## config.mk

```make
export PLATFORM = sky130hd
export DESIGN_NAME = mole_frame_painter
export DESIGN_NICKNAME = d
export VERILOG_FILES = /design/src/rtl/mole_frame_painter.sv
export SDC_FILE = /design/constraint.sdc
export NUM_CORES = 1
export LEC_CHECK = 0
export CORE_MARGIN = 2
export CORE_UTILIZATION = 44
export CTS_BUF_LIST = sky130_fd_sc_hd__clkbuf_2 sky130_fd_sc_hd__clkbuf_4 sky130_fd_sc_hd__clkbuf_8
export DETAILED_ROUTE_END_ITERATION = 6
export PLACE_DENSITY = 0.75
export SYNTH_ARGS = -nofsm -noshare
export SYNTH_HDL_FRONTEND = slang
export SYNTH_SLANG_ARGS = --single-unit
```

## constraint.sdc

```tcl
create_clock -name clk -period 5.09 [get_ports clk]
set_clock_uncertainty 0.1 [all_clocks]
set_input_delay 1.018 -clock clk [delete_from_list [all_inputs] [get_ports clk]]
set_output_delay 1.018 -clock clk [all_outputs]
set_load 0.01 [all_outputs]
```

## src/rtl/mole_frame_painter.sv

```systemverilog
// mole_frame_painter: turns the 3-bit game state into a 160x120 pixel stream
// for the vga_adapter. Every state change repaints the background, then the
// four mole holes, and the active mole's hole is drawn in yellow.
module mole_frame_painter #(
  parameter int SCREEN_W   = 160,
  parameter int SCREEN_H   = 120,
  parameter int HOLE_SIZE  = 16,
  parameter int HOLE_X0    = 12,
  parameter int HOLE_PITCH = 40,
  parameter int HOLE_Y0    = 52
) (
  input  logic       clk,
  input  logic       reset,
  input  logic [2:0] state_i,
  output logic [7:0] x,
  output logic [6:0] y,
  output logic [2:0] colour,
  output logic       plot,
  output logic       busy,
  output logic       frame_done
);

  localparam int OW = (HOLE_SIZE > 1) ? $clog2(HOLE_SIZE) : 1;

  localparam logic [7:0]    X_LAST   = 8'(SCREEN_W - 1);
  localparam logic [6:0]    Y_LAST   = 7'(SCREEN_H - 1);
  localparam logic [OW-1:0] OFF_LAST = OW'(HOLE_SIZE - 1);

  localparam logic [2:0] COL_BLACK  = 3'b000;
  localparam logic [2:0] COL_BLUE   = 3'b001;
  localparam logic [2:0] COL_GREEN  = 3'b010;
  localparam logic [2:0] COL_RED    = 3'b100;
  localparam logic [2:0] COL_YELLOW = 3'b110;

  localparam logic [2:0] ST_GAME     = 3'b001;
  localparam logic [2:0] ST_MOLE1    = 3'b010;
  localparam logic [2:0] ST_MOLE4    = 3'b101;
  localparam logic [2:0] ST_GAMEOVER = 3'b110;

  typedef enum logic [1:0] {LATCH, CLEAR, HOLES, IDLE} paint_state_t;

  paint_state_t  fsm;
  logic [2:0]    state_q;
  logic [1:0]    hole_idx;
  logic [OW-1:0] off_x;
  logic [OW-1:0] off_y;

  logic [1:0]    hole_n;
  logic [OW-1:0] off_x_n;
  logic [OW-1:0] off_y_n;
  logic [7:0]    hole_x_n;
  logic [6:0]    hole_y_n;
  logic          hole_last;
  logic          change;

  // Game and the four mole states share the green field with holes on top.
  function automatic logic in_game(input logic [2:0] sq);
    return (sq >= ST_GAME) && (sq <= ST_MOLE4);
  endfunction

  function automatic logic [2:0] background(input logic [2:0] sq);
    if (sq == ST_GAMEOVER)
      return COL_RED;
    else if (in_game(sq))
      return COL_GREEN;
    else
      return COL_BLUE;
  endfunction

  // Mole1..Mole4 are encoded 010..101, so hole i is lit when state is i+2.
  function automatic logic [2:0] hole_colour(input logic [2:0] sq, input logic [1:0] idx);
    return (sq == ({1'b0, idx} + ST_MOLE1)) ? COL_YELLOW : COL_BLACK;
  endfunction

  assign change = (state_i != state_q);

  // Next pixel position inside the hole sweep: offsets walk each hole in raster order.
  always_comb begin
    hole_n  = hole_idx;
    off_x_n = off_x + 1'b1;
    off_y_n = off_y;
    if (off_x == OFF_LAST) begin
      off_x_n = '0;
      if (off_y == OFF_LAST) begin
        off_y_n = '0;
        hole_n  = hole_idx + 2'd1;
      end else begin
        off_y_n = off_y + 1'b1;
      end
    end
    hole_last = (hole_idx == 2'd3) && (off_x == OFF_LAST) && (off_y == OFF_LAST);
    hole_x_n  = 8'(HOLE_X0) + 8'(HOLE_PITCH) * 8'(hole_n) + 8'(off_x_n);
    hole_y_n  = 7'(HOLE_Y0) + 7'(off_y_n);
  end

  // Painter FSM; every output is a register so the adapter sees clean pixels.
  always_ff @(posedge clk or posedge reset) begin
    if (reset) begin
      fsm        <= LATCH;
      state_q    <= 3'b000;
      x          <= 8'd0;
      y          <= 7'd0;
      colour     <= 3'b000;
      plot       <= 1'b0;
      busy       <= 1'b1;
      frame_done <= 1'b0;
      hole_idx   <= 2'd0;
      off_x      <= '0;
      off_y      <= '0;
    end else begin
      frame_done <= 1'b0;
      case (fsm)
        LATCH: begin
          state_q  <= state_i;
          x        <= 8'd0;
          y        <= 7'd0;
          hole_idx <= 2'd0;
          off_x    <= '0;
          off_y    <= '0;
          colour   <= background(state_i);
          plot     <= 1'b1;
          busy     <= 1'b1;
          fsm      <= CLEAR;
        end
        CLEAR: begin
          if (change) begin
            fsm  <= LATCH;
            plot <= 1'b0;
            busy <= 1'b1;
            x    <= 8'd0;
            y    <= 7'd0;
          end else if ((x == X_LAST) && (y == Y_LAST)) begin
            if (in_game(state_q)) begin
              fsm    <= HOLES;
              x      <= 8'(HOLE_X0);
              y      <= 7'(HOLE_Y0);
              colour <= hole_colour(state_q, 2'd0);
            end else begin
              fsm        <= IDLE;
              plot       <= 1'b0;
              busy       <= 1'b0;
              frame_done <= 1'b1;
            end
          end else if (x == X_LAST) begin
            x <= 8'd0;
            y <= y + 7'd1;
          end else begin
            x <= x + 8'd1;
          end
        end
        HOLES: begin
          if (change) begin
            fsm  <= LATCH;
            plot <= 1'b0;
            busy <= 1'b1;
            x    <= 8'd0;
            y    <= 7'd0;
          end else if (hole_last) begin
            fsm        <= IDLE;
            plot       <= 1'b0;
            busy       <= 1'b0;
            frame_done <= 1'b1;
          end else begin
            x        <= hole_x_n;
            y        <= hole_y_n;
            colour   <= hole_colour(state_q, hole_n);
            hole_idx <= hole_n;
            off_x    <= off_x_n;
            off_y    <= off_y_n;
          end
        end
        IDLE: begin
          if (change) begin
            fsm  <= LATCH;
            plot <= 1'b0;
            busy <= 1'b1;
            x    <= 8'd0;
            y    <= 7'd0;
          end
        end
        default: fsm <= LATCH;
      endcase
    end
  end

endmodule
```

==> impl_summary.log <==
[metrics] total of cells resized after clock tree synthesis: 0
[metrics] placed instance count: between 300 and 400
[metrics] warning count from the yosys run: 0
[metrics] setup tns final: 0 ns
[metrics] number of rows created at floorplan: 27
[metrics] ant diodes: 0
[metrics] count of buffers from port buffering: 25
[metrics] kind of end point of the critical path: flip-flop
[metrics] cell taking the most area after synthesis: dfrtp_1
[metrics] initial antenna violation count: 0
[metrics] synthesized netlist net count: 296
[metrics] first-pass GRT wire length: 10240 um
[metrics] number of optimization iterations in the first detailed-route pass: 4
[metrics] horizontal extent of the die: 79.75 um
[metrics] highest clock rate: 0.2833 GHz
[metrics] unrepaired setup endpoints after global routing: no
[metrics] filler-free cell count of the finished design: 376
[metrics] fin util: 0.5282
[metrics] clock tree from TritonCTS: built
[metrics] worst-case headroom to the max-slew limit: 0.5743
[metrics] critical path data required time: 5.17 ns
[metrics] Mapped Area: roughly 2500 um2
[metrics] post-CTS setup-driven buffer insertion count: 0
[metrics] number of setup violations in the final report: 0
[metrics] placed wire-length estimate: around 4400 um
[metrics] highest fanout seen on the critical path: 12
[metrics] Synth cell types: 62
[metrics] time the final worst path needs with I/O delays and setup: 3.530 ns
[metrics] share of layout cells above drive strength 1: 0.1086
[metrics] later-pin clock latency in the skew report: 0.29 ns
[metrics] vias per cell: between 5 and 6
[metrics] worst slew pin tran: roughly 0.63 ns
[metrics] area share of the largest cell type after synthesis: 0.3469
[metrics] Worst Setup Path Type: input pin to flip-flop
[metrics] total via count after detailed routing: 2220
[metrics] type of element launching the critical path: input pin
[metrics] maximum number of pins on one net before global-route repair: 37
[metrics] cts hold-fix bufs: 0
[metrics] IR Drop Worst-Case VDD: 0.1961 mV
[metrics] area grow syn2layout: 15.91%
[metrics] buffers from clock root to sink, at most: 2
[metrics] number of buffers added by the clock tree synthesis step: 5
[metrics] I/O pin cnt: 26
[metrics] cell chosen for the clock root: clkbuf_8
[metrics] total power per unit cell area: 363.0 nW/um2
[metrics] post-synthesis register bit count: 36
[metrics] Avg Cell Area, Syn: 9.115 um2
[metrics] number of nets with antenna violations after routing: 0
[metrics] DRC violation count after routing: 0
[metrics] Final Cycle Share: 0.6935
[metrics] cell depth of the worst hold path: 2
[metrics] die footprint: 6360 um2
[metrics] number of flops mapped to enable cells by yosys: 0
[metrics] count of nets after finishing: 322
[metrics] minimum hold slack: between 0.3 and 0.4 ns
[metrics] Core Region: 5540 um2
[metrics] residual overflow from global routing: 0
[metrics] number of global-route vias before repair: 2114
[metrics] number of cells on the worst reg-to-reg path: 12
[metrics] depth of the CTS H-tree: 2
[metrics] final-report hold violation count: 0
[metrics] overall routing resource usage: 0.2082
[metrics] result of the run: complete, no violations
[metrics] count leader, synth: dfrtp_1
[metrics] Syn Inst Count: 277
[metrics] share of synthesized registers carrying an async set or reset: 1.000
[metrics] clock-pin slew of the registers on the worst-case setup and hold paths: 0.07 ns
[metrics] cell types with the largest area share after synthesis: dfrtp_1 35%, ha_1 6.9%, nand2_1 4.3%
[metrics] prevailing post-synth register cell: dfrtp_1
[metrics] number of sinks driven by the clock tree: 36
[metrics] Initial Util: 0.4557
[metrics] list of most frequent post-synthesis cells: 35 x dfrtp_1, 29 x nand2_1, 20 x nor2_1
[metrics] max-cap violation count: 0
[metrics] final slew viol count: 0
[metrics] Routed wire per std cell: roughly 16 um
[metrics] Crit path arrival time: 3.61 ns
[metrics] weighted congestion reported at the end of routability-driven placement: approximately 0.87
[metrics] Die Ht: 79.75 um
[metrics] Seq/Total Area, Yosys: 0.3573
[metrics] Lkg Pwr: 1.216 nW
[metrics] initial DRC count: approximately 140
[metrics] Detailed Route WL: 5920 um
[metrics] worst min path class: flip-flop to flip-flop
==> placed cells by master (no fill, tap or decap), types with 11 or more instances in the layout <==
master,count
nor2_1,20
a21oi_1,17
nand3_1,17
dfrtp_1,35
xnor2_1,11
clkdlybuf4s50_1,25
o31ai_1,11
inv_1,12
nand2_1,29
ha_1,14
==> report_power, final <==
group	internal, W	leakage, nW	switching, W
Sequential	0.000326	0.485	0.0000498
Combinational	0.000181	0.681	0.000293
Clock	0.000108	0.0510	0.000104
Total	0.000615	1.22	0.000447
==> sequential cells by signal, summed over array words and instances, names as in the netlist <==
register    flops
busy            1
colour          3
frame_done      1
fsm             2
hole_idx        2
off_x           4
off_y           4
plot            1
state_q         3
x               8
y               7
==> path summary, 6_finish.rpt <==
check / start / to / slack [ns]
max: state_i[2] / hole_idx[0]$_DFFE_PP0P_ / 1.56
min: colour[0]$_DFFE_PP0P_ / colour[0]$_DFFE_PP0P_ / 0.38
max reg2reg: off_x[0]$_DFFE_PP0P_ / x[6]$_DFFE_PP0P_ / 1.99
min reg2reg: colour[0]$_DFFE_PP0P_ / colour[0]$_DFFE_PP0P_ / 0.38
max in group asynchronous: reset / busy$_DFFE_PP1P_ / 3.52
min in group asynchronous: reset / fsm[1]$_DFFE_PP0P_ / 1.03
==> per-stage QoR <==
stage	total power, W	cell area (um2)	setup WS, ns
finish	0.001062	2927	1.560
global route	0.001140	2927	1.373
CTS	0.001065	2927	1.571
detailed placement	0.0008502	2834	1.250
global placement	0.0008353	2834	1.407
floorplan	0.0007359	2525	2.390
==> worst max-delay path, stage by stage <==
cell and delay, ns:
clkdlybuf4s50_1 0.53, xnor2_1 0.31, nand4_1 0.53, a21oi_2 0.55
a21oi_2 0.16, o21bai_1 0.22, mux2_2 0.29
==> logic make-up after synthesis <==
logic type               share of synthesized area
AND/OR/NAND/NOR                             0.2101
AO/OA/AOI/OAI                               0.2354
XOR/XNOR                                   0.06541
flip-flops                                  0.3573
multiplexers                               0.02626
buffers and inverters                      0.03617
adder cells (fa/ha/maj)                    0.06938
==> metal layers <==
metal  wire length, um  track usage  part of all wire  vias up
met2              2755       0.3168              0.47       54
li1                  -            -                 -     1079
met4                99      0.07627             0.017        0
met5                 0            0                 0        -
met3               240      0.04412             0.041       11
met1              2825       0.2914              0.48     1076
==> layout make-up <==
class                           count  area, um2
Fill cell                         527       2614
Multi-Input combinational cell    221       1531
Sequential cell                    36      902.1
Timing Repair Buffer               27      265.3
Tap cell                           72      90.09
Clock buffer                        6      82.58
Inverter                           12      45.04
Clock inverter                      2      10.01
(Power assumes the default switching activity.)
